--- src/rtl/fifo_512_reader_if.sv ---
`default_nettype none
// ============================================================================
// Module   : fifo_512_reader_if
// Brief    : FIFO read port plus beat stream/status bundle for fifo_512_reader.
// Revision : 1.0 - initial release
// ============================================================================
interface fifo_512_reader_if #(
  parameter int DATA  = 512,
  parameter int CHUNK = 32
) ();

  logic             fifo_empty;
  logic [DATA-1:0]  fifo_data;
  logic             fifo_rd_en;
  logic [CHUNK-1:0] chunk_out;
  logic             chunk_valid;
  logic             chunk_last;
  logic             chunk_ready;
  logic             busy;
  logic [15:0]      words_done;

  // The reader drives the read strobe and the beat stream.
  modport master (
    input  fifo_empty,
    input  fifo_data,
    input  chunk_ready,
    output fifo_rd_en,
    output chunk_out,
    output chunk_valid,
    output chunk_last,
    output busy,
    output words_done
  );

  modport slave (
    output fifo_empty,
    output fifo_data,
    output chunk_ready,
    input  fifo_rd_en,
    input  chunk_out,
    input  chunk_valid,
    input  chunk_last,
    input  busy,
    input  words_done
  );

endinterface
`default_nettype wire

--- src/rtl/fifo_512_reader.sv ---
`default_nettype none
// ============================================================================
// Module   : fifo_512_reader
// Brief    : Pops DATA-bit FIFO words and streams them as CHUNK-bit beats, LSB first.
// Revision : 1.0 - initial release
// ============================================================================
module fifo_512_reader #(
  parameter int DATA  = 512,
  parameter int CHUNK = 32
) (
  input  logic              clk,
  input  logic              rst,
  fifo_512_reader_if.master bus
);

  localparam int c_NBEATS = DATA / CHUNK;
  localparam int c_BEAT_W = (c_NBEATS > 1) ? $clog2(c_NBEATS) : 1;
  localparam logic [c_BEAT_W-1:0] c_LAST_BEAT = c_BEAT_W'(c_NBEATS - 1);

  generate
    if ((DATA % CHUNK) != 0) begin : g_bad_ratio
      $error("fifo_512_reader: DATA must be an integer multiple of CHUNK");
    end
  endgenerate

  typedef enum logic [1:0] {
    S_IDLE = 2'd0,
    S_WAIT = 2'd1,
    S_LOAD = 2'd2,
    S_SEND = 2'd3
  } state_t;

  state_t              r_state;
  state_t              w_state_nxt;
  logic                r_rd_en;
  logic                w_rd_en_nxt;
  logic                r_chunk_valid;
  logic                w_valid_nxt;
  logic [DATA-1:0]     r_shift;
  logic [DATA-1:0]     w_shift_nxt;
  logic [c_BEAT_W-1:0] r_beat;
  logic [c_BEAT_W-1:0] w_beat_nxt;
  logic [15:0]         r_words_done;
  logic [15:0]         w_words_nxt;
  logic                w_xfer;
  logic                w_last;

  assign w_xfer = r_chunk_valid && bus.chunk_ready;
  assign w_last = r_chunk_valid && (r_beat == c_LAST_BEAT);

  always_ff @(posedge clk or posedge rst) begin
    if (rst) begin
      r_state       <= S_IDLE;
      r_rd_en       <= 1'b0;
      r_chunk_valid <= 1'b0;
      r_shift       <= '0;
      r_beat        <= '0;
      r_words_done  <= 16'd0;
    end else begin
      r_state       <= w_state_nxt;
      r_rd_en       <= w_rd_en_nxt;
      r_chunk_valid <= w_valid_nxt;
      r_shift       <= w_shift_nxt;
      r_beat        <= w_beat_nxt;
      r_words_done  <= w_words_nxt;
    end
  end

  always_comb begin
    w_state_nxt = r_state;
    w_rd_en_nxt = 1'b0;
    w_valid_nxt = r_chunk_valid;
    w_shift_nxt = r_shift;
    w_beat_nxt  = r_beat;
    w_words_nxt = r_words_done;

    unique case (r_state)
      S_IDLE: begin
        if (!bus.fifo_empty) begin
          w_rd_en_nxt = 1'b1;
          w_state_nxt = S_WAIT;
        end
      end

      // The FIFO samples the strobe on this edge; its data is valid afterwards.
      S_WAIT: begin
        w_state_nxt = S_LOAD;
      end

      S_LOAD: begin
        w_shift_nxt = bus.fifo_data;
        w_beat_nxt  = '0;
        w_valid_nxt = 1'b1;
        w_state_nxt = S_SEND;
      end

      S_SEND: begin
        if (w_xfer) begin
          if (w_last) begin
            w_words_nxt = r_words_done + 16'd1;
            w_valid_nxt = 1'b0;
            if (!bus.fifo_empty) begin
              w_rd_en_nxt = 1'b1;
              w_state_nxt = S_WAIT;
            end else begin
              w_state_nxt = S_IDLE;
            end
          end else begin
            w_shift_nxt = r_shift >> CHUNK;
            w_beat_nxt  = r_beat + c_BEAT_W'(1);
          end
        end
      end

      default: begin
        w_state_nxt = S_IDLE;
      end
    endcase
  end

  assign bus.fifo_rd_en  = r_rd_en;
  assign bus.chunk_out   = r_shift[CHUNK-1:0];
  assign bus.chunk_valid = r_chunk_valid;
  assign bus.chunk_last  = w_last;
  assign bus.busy        = (r_state != S_IDLE);
  assign bus.words_done  = r_words_done;

endmodule
`default_nettype wire

--- src/flat_wrapper.sv ---
// flat-port wrapper written by rule: the top's interface ports become plain ports
module fifo_512_reader_flat 
#(
  parameter int DATA  = 512,
  parameter int CHUNK = 32
)
  (clk, rst, bus_fifo_empty, bus_fifo_data, bus_chunk_ready, bus_fifo_rd_en, bus_chunk_out, bus_chunk_valid, bus_chunk_last, bus_busy, bus_words_done);
  fifo_512_reader_if #(.DATA(DATA), .CHUNK(CHUNK)) bus_i ();
  input  logic clk;
  input  logic rst;
  input wire logic [$bits(bus_i.fifo_empty)-1:0] bus_fifo_empty;
  input wire logic [$bits(bus_i.fifo_data)-1:0] bus_fifo_data;
  input wire logic [$bits(bus_i.chunk_ready)-1:0] bus_chunk_ready;
  output wire logic [$bits(bus_i.fifo_rd_en)-1:0] bus_fifo_rd_en;
  output wire logic [$bits(bus_i.chunk_out)-1:0] bus_chunk_out;
  output wire logic [$bits(bus_i.chunk_valid)-1:0] bus_chunk_valid;
  output wire logic [$bits(bus_i.chunk_last)-1:0] bus_chunk_last;
  output wire logic [$bits(bus_i.busy)-1:0] bus_busy;
  output wire logic [$bits(bus_i.words_done)-1:0] bus_words_done;
  assign bus_i.fifo_empty = bus_fifo_empty;
  assign bus_i.fifo_data = bus_fifo_data;
  assign bus_i.chunk_ready = bus_chunk_ready;
  assign bus_fifo_rd_en = bus_i.fifo_rd_en;
  assign bus_chunk_out = bus_i.chunk_out;
  assign bus_chunk_valid = bus_i.chunk_valid;
  assign bus_chunk_last = bus_i.chunk_last;
  assign bus_busy = bus_i.busy;
  assign bus_words_done = bus_i.words_done;
  fifo_512_reader #(.DATA(DATA), .CHUNK(CHUNK)) u_core (.clk(clk), .rst(rst), .bus(bus_i));
endmodule
--- config.mk ---
export PLATFORM = sky130hd
export DESIGN_NAME = fifo_512_reader_flat
export DESIGN_NICKNAME = d
export VERILOG_FILES = /design/src/rtl/fifo_512_reader_if.sv /design/src/rtl/fifo_512_reader.sv /design/src/flat_wrapper.sv
export SDC_FILE = /design/constraint.sdc
export NUM_CORES = 2
export LEC_CHECK = 0
export ABC_AREA = 1
export ABC_CLOCK_PERIOD_IN_PS = 26500
export BUFFER_PORTS_ARGS = -buffer_cell sky130_fd_sc_hd__buf_4
export CAP_MARGIN = 0
export CORE_AREA = 2 2 223 225
export CTS_BUF_LIST = sky130_fd_sc_hd__clkbuf_2
export DETAILED_ROUTE_END_ITERATION = 7
export DIE_AREA = 0 0 225 227
export GPL_ROUTABILITY_DRIVEN = 0
export GPL_TIMING_DRIVEN = 0
export PLACE_DENSITY = 0.77
export SLEW_MARGIN = 10
export SYNTH_ARGS = -nofsm -noshare
export SYNTH_HDL_FRONTEND = slang
export SYNTH_SLANG_ARGS = --single-unit
export TNS_END_PERCENT = 1
--- constraint.sdc ---
create_clock -name clk -period 26.5 [get_ports clk]
set_input_delay 5.3 -clock clk [delete_from_list [all_inputs] [get_ports clk]]
set_output_delay 5.3 -clock clk [all_outputs]
set_load 0.03 [all_outputs]
Word-level counts from Yosys, hierarchy flattened
Index checks and enable logic that the tools add are counted.

word-level totals
  register bits = 536
  bits of input ports = 516
  output and inout port bits = 52
  word-level logic and storage cells = 43

operators by class
  add/subtract/negate cells = 2
  equality and inequality tests = 8
  multiplexer cells = 18
  reductions and logical operators = 9

operators with widths
  operator                                               number
  two-way mux 512 bit                                    2
  case mux 512 bit (2 select lines)                      1
  adder 16 x 1 -> 16 bit, second input constant          1
  AND reduction 3 bit                                    4
  two-way mux 4 bit                                      2
  case mux 2 bit (4 select lines)                        1
  case mux 4 bit (2 select lines)                        1
  two-way mux 1 bit                                      6
  two-way mux 2 bit                                      3
  inequality test 2 bit, second input constant           3
  adder 4 x 1 -> 4 bit, second input constant            1
  equality test 2 bit, second input constant             2
  equality test 4 bit, second input constant             1
  case mux 1 bit (2 select lines)                        2
  nonzero test 2 bit                                     2
  equality test 2 x 1 -> 1 bit, second input constant    1
  logical AND 1 bit                                      2
  zero test 2 bit                                        1
  inequality test 2 x 1 -> 1 bit, second input constant  1

Logic depth before layout (Yosys ltp)
  depth in word-level cells = 5
  mapped depth = 10
  gate-level depth less buffers = 8

Least setup slack after synthesis
No wires, ideal clock.

  kind = register -> output
  start = register u_core.r_chunk_valid, in the netlist u_core.bus.chunk_valid
  end = output bus_chunk_last
  data arrival time = 1.159 ns
  data required time = 21.200 ns
  slack = 20.041 ns
  cell stages (with the launch flop) = 3
  buffers on the path = 0
  cells stage by stage = dfrtp_1 -> nand2_1 -> nor2_1

between the ends
  word-level cells in the longest chain between the ends = 1

ends and longest elaborated chain
  item                    RTL line               RTL
  start, declared         fifo_512_reader.sv:37  logic r_chunk_valid;
  start signal, assigned  fifo_512_reader.sv:62  r_chunk_valid <= w_valid_nxt;
  logical AND 1 bit       fifo_512_reader.sv:49  assign w_last = r_chunk_valid && (r_beat == c_LAST_BEAT);
  end, declared           flat_wrapper.sv:17     output wire logic [$bits(bus_i.chunk_last)-1:0] bus_chunk_last;

Every way passes these cells.

Worst setup path after layout
  start = register u_core.r_beat[0]
  end = output bus_chunk_last

between the ends
  word-level cells in the longest chain between the ends = 2

ends and longest elaborated chain
  item                    RTL line               RTL
  start, declared         fifo_512_reader.sv:41  logic [c_BEAT_W-1:0] r_beat;
  start signal, assigned  fifo_512_reader.sv:64  r_beat <= w_beat_nxt;
  equality test 4 bit     fifo_512_reader.sv:49
  logical AND 1 bit       fifo_512_reader.sv:49

Every way passes these cells.

==> results.cfg <==
[layout]
area_growth_pct = 24.8
final_cell_mix = buf_4 (639), dfrtp_1 (536), nand2_1 (514)
drive_gt1_share_pct = 27.1
nFillCells = 4028
nets = 4076
finalCoreUtilization_pct = 65.4
layout_commonest_cell = buf_4

[synth]
ys_types = 30
synth_nets = 3364
synth_area_per_cell_um2 = 8.95
ys_seq_area_share_pct = 52.7
synth_seq_cells = 536
synth_area_mm2 = 0.0254
synthCells = 2842
yosys_warnings = 0

[worst_setup_path]
path_max_fanout = 4
reg2regPathDepth = 8
r2r_slack_ns = 24.00
r2r_start = u_core.r_state[0]
critPathCapture = bus_chunk_last
r2r-end = u_core.r_shift[234]
end_kind = primary output
worstPathArrival_ns = 2.41
worstPathRequired_ns = 21.20
start_kind = register
crit_type = reg2out
crit_start = u_core.r_beat[0]

[detailed_routing]
ant_nets = 0
wl_per_cell_um = 20.0
wirelength_mm = 85.5
drt-initial-drc-count = 2241
dr.pass1.iters = 6
drc_errors = 0
routed_via_density = 5.49
vias = 23432

[sta]
rsz0062_at_grt = no
finalCriticalPeriod_ns = 7.71
setup_viol = 0
drv_slew = 0
skew_ns = 0.0658
slew_headroom_pct = 38.9
max_freq_mhz = 130
hold_viol = 0
worst_pin_slew_ns = 0.917
fin_tns_setup_ns = 0
min_period_over_period_pct = 29.1

[die]
die_area_mm2 = 0.0511
num_io_pins = 568
dieHeight_um = 227
core_mm2 = 0.0485
die_width_um = 225
initial_utilization_pct = 52.4
num_rows = 81

[flow_run]
drv_cap = 0

[pwr]
p_per_area_mw_per_mm2 = 121
intPower_mw = 2.13
p_leak_nw = 15.5
p_seq_share_pct = 36.7
p_sw_share_pct = 44.6
p_sw_mw = 1.72
vdd_drop_max_uv = 77.4
clockPowerShare_pct = 14.5
combPwrFrac_pct = 48.8

[placed_design]
hpwl_mm = 65.7
io_buffers = 567

[status]
outcome = completed

[clock_tree]
clkSlewWorstSetupHoldPaths_ns = 0.10
clk_latency_ns = 1.31
cts_tree = built
cts_resized = 0
cts_buffer_depth = 3
hold_buffers = 0
post_cts_buffers = 0
clock-sinks = 536
numCtsBuffers = 139
htreeDepth = 4
clockRootBuffer = clkbuf_2

[grt]
grt_pass1_wl_mm = 130
antenna_found_initial = 11
grt_overflow = 0
grt_use_total_pct = 33.6
grt_max_degree = 123
first_global_vias = 23890

[hold_path]
hold_path.class = reg2reg
min-delay-start = u_core.r_shift[496]
==> stage by stage <==
| stage | total power, mW | setup WS (ns) | instances | area, um2 | hold WS (ns) |
|---|---|---|---|---|---|
| after global routing | 4.12 | 18.61 | 4264 | 31800 | 0.535 |
| after global placement | 3.19 | 1.24 | 4031 | 30500 | 0.481 |
| after detailed placement | 3.27 | 19.37 | 4035 | 30600 | 0.490 |
| after floorplan | 2.69 | 6.22 | 2842 | 25400 | 0.468 |
| final | 3.85 | 18.79 | 4265 | 31800 | 0.509 |
| after CTS | 3.83 | 18.65 | 4258 | 31700 | 0.510 |
==> routing by layer <==
layer,track usage [%],routed length [um],share of wire [%]
met1,39.2,31700,37
met2,56.8,41700,49
met3,10.1,7920,9.3
met4,16.8,4090,4.8
met5,0,57,0.067
==> logic make-up (layout without fill, tap and decap cells) <==
logic type	Yosys count	in the layout	synth area share, %
buf+inv	412	1206	7.84
simple gates	946	946	14.6
flops	536	536	52.7
other cells	0	7	0
xor+xnor	7	7	0.241
fa+ha+maj	6	6	0.295
mux	284	284	11.2
compound gates	651	651	13.1
==> final cells by class <==
cell class / instances / area [um2] / share of cell area (%)
multi-input cells: 1894 / 10000 / 31.6
clock buffers: 200 / 1000 / 3.15
flip-flops and latches: 536 / 13400 / 42.2
inverters: 185 / 704 / 2.22
clock inverters: 23 / 140 / 0.441
repair buffers: 571 / 4370 / 13.8
diodes: 7 / 17.5 / 0.0552
well taps: 622 / 778 / 2.45
plain buffers: 227 / 1300 / 4.09
==> flip-flops by register name, summed over array words and instances, names as in the netlist <==
name and flops:
u_core.bus.chunk_valid 1, u_core.bus.fifo_rd_en 1, u_core.bus.words_done 16, u_core.r_beat 4
u_core.r_shift 512, u_core.r_state 2
==> worst max-delay path, stage by stage (launching register included) <==
cell	delay (ns)
dfrtp_1	0.42
ha_1	0.18
nand2_1	0.07
nor2_1	0.23
buf_4	0.22
==> Yosys cell counts (all sizes together) <==
cell / n / area (um2)
buf: 199 / 1190
nor2: 338 / 1270
ha: 6 / 75.1
inv: 184 / 693
nand2: 519 / 1980
xor2: 6 / 52.6
a211oi: 1 / 7.51
dfrtp: 536 / 13400
nor3: 3 / 15.0
nand4: 3 / 18.8
nand3b: 3 / 22.5
o21a: 32 / 240
clkinv: 1 / 3.75
o21ai: 298 / 1490
nand3: 80 / 405
clkbuf: 28 / 105
xnor2: 1 / 8.76
a21oi: 320 / 1600
mux2i: 284 / 2840
==> how the worst min path moves through the flow <==
stage / endpoint / depth (start not counted) / slack, ns
2_1_floorplan: u_core.r_shift[480] / 2 / 0.47
3_3_place_gp: u_core.r_shift[494] / 2 / 0.48
3_5_place_dp: u_core.r_shift[496] / 2 / 0.49
4_1_cts: u_core.r_shift[496] / 2 / 0.51
5_1_grt: u_core.r_shift[506] / 2 / 0.54
6_report: u_core.r_shift[496] / 2 / 0.51
==> power groups by stage <==
stage               logic [mW]  clock network, mW  registers, mW
floorplan                 1.33                  0           1.35
global placement          1.78                  0           1.41
detailed placement        1.85                  0           1.42
CTS                       1.86              0.562           1.40
global route              2.07              0.603           1.44
finish                    1.88              0.556           1.41
No activity file was read; power rests on OpenSTA's default activity.
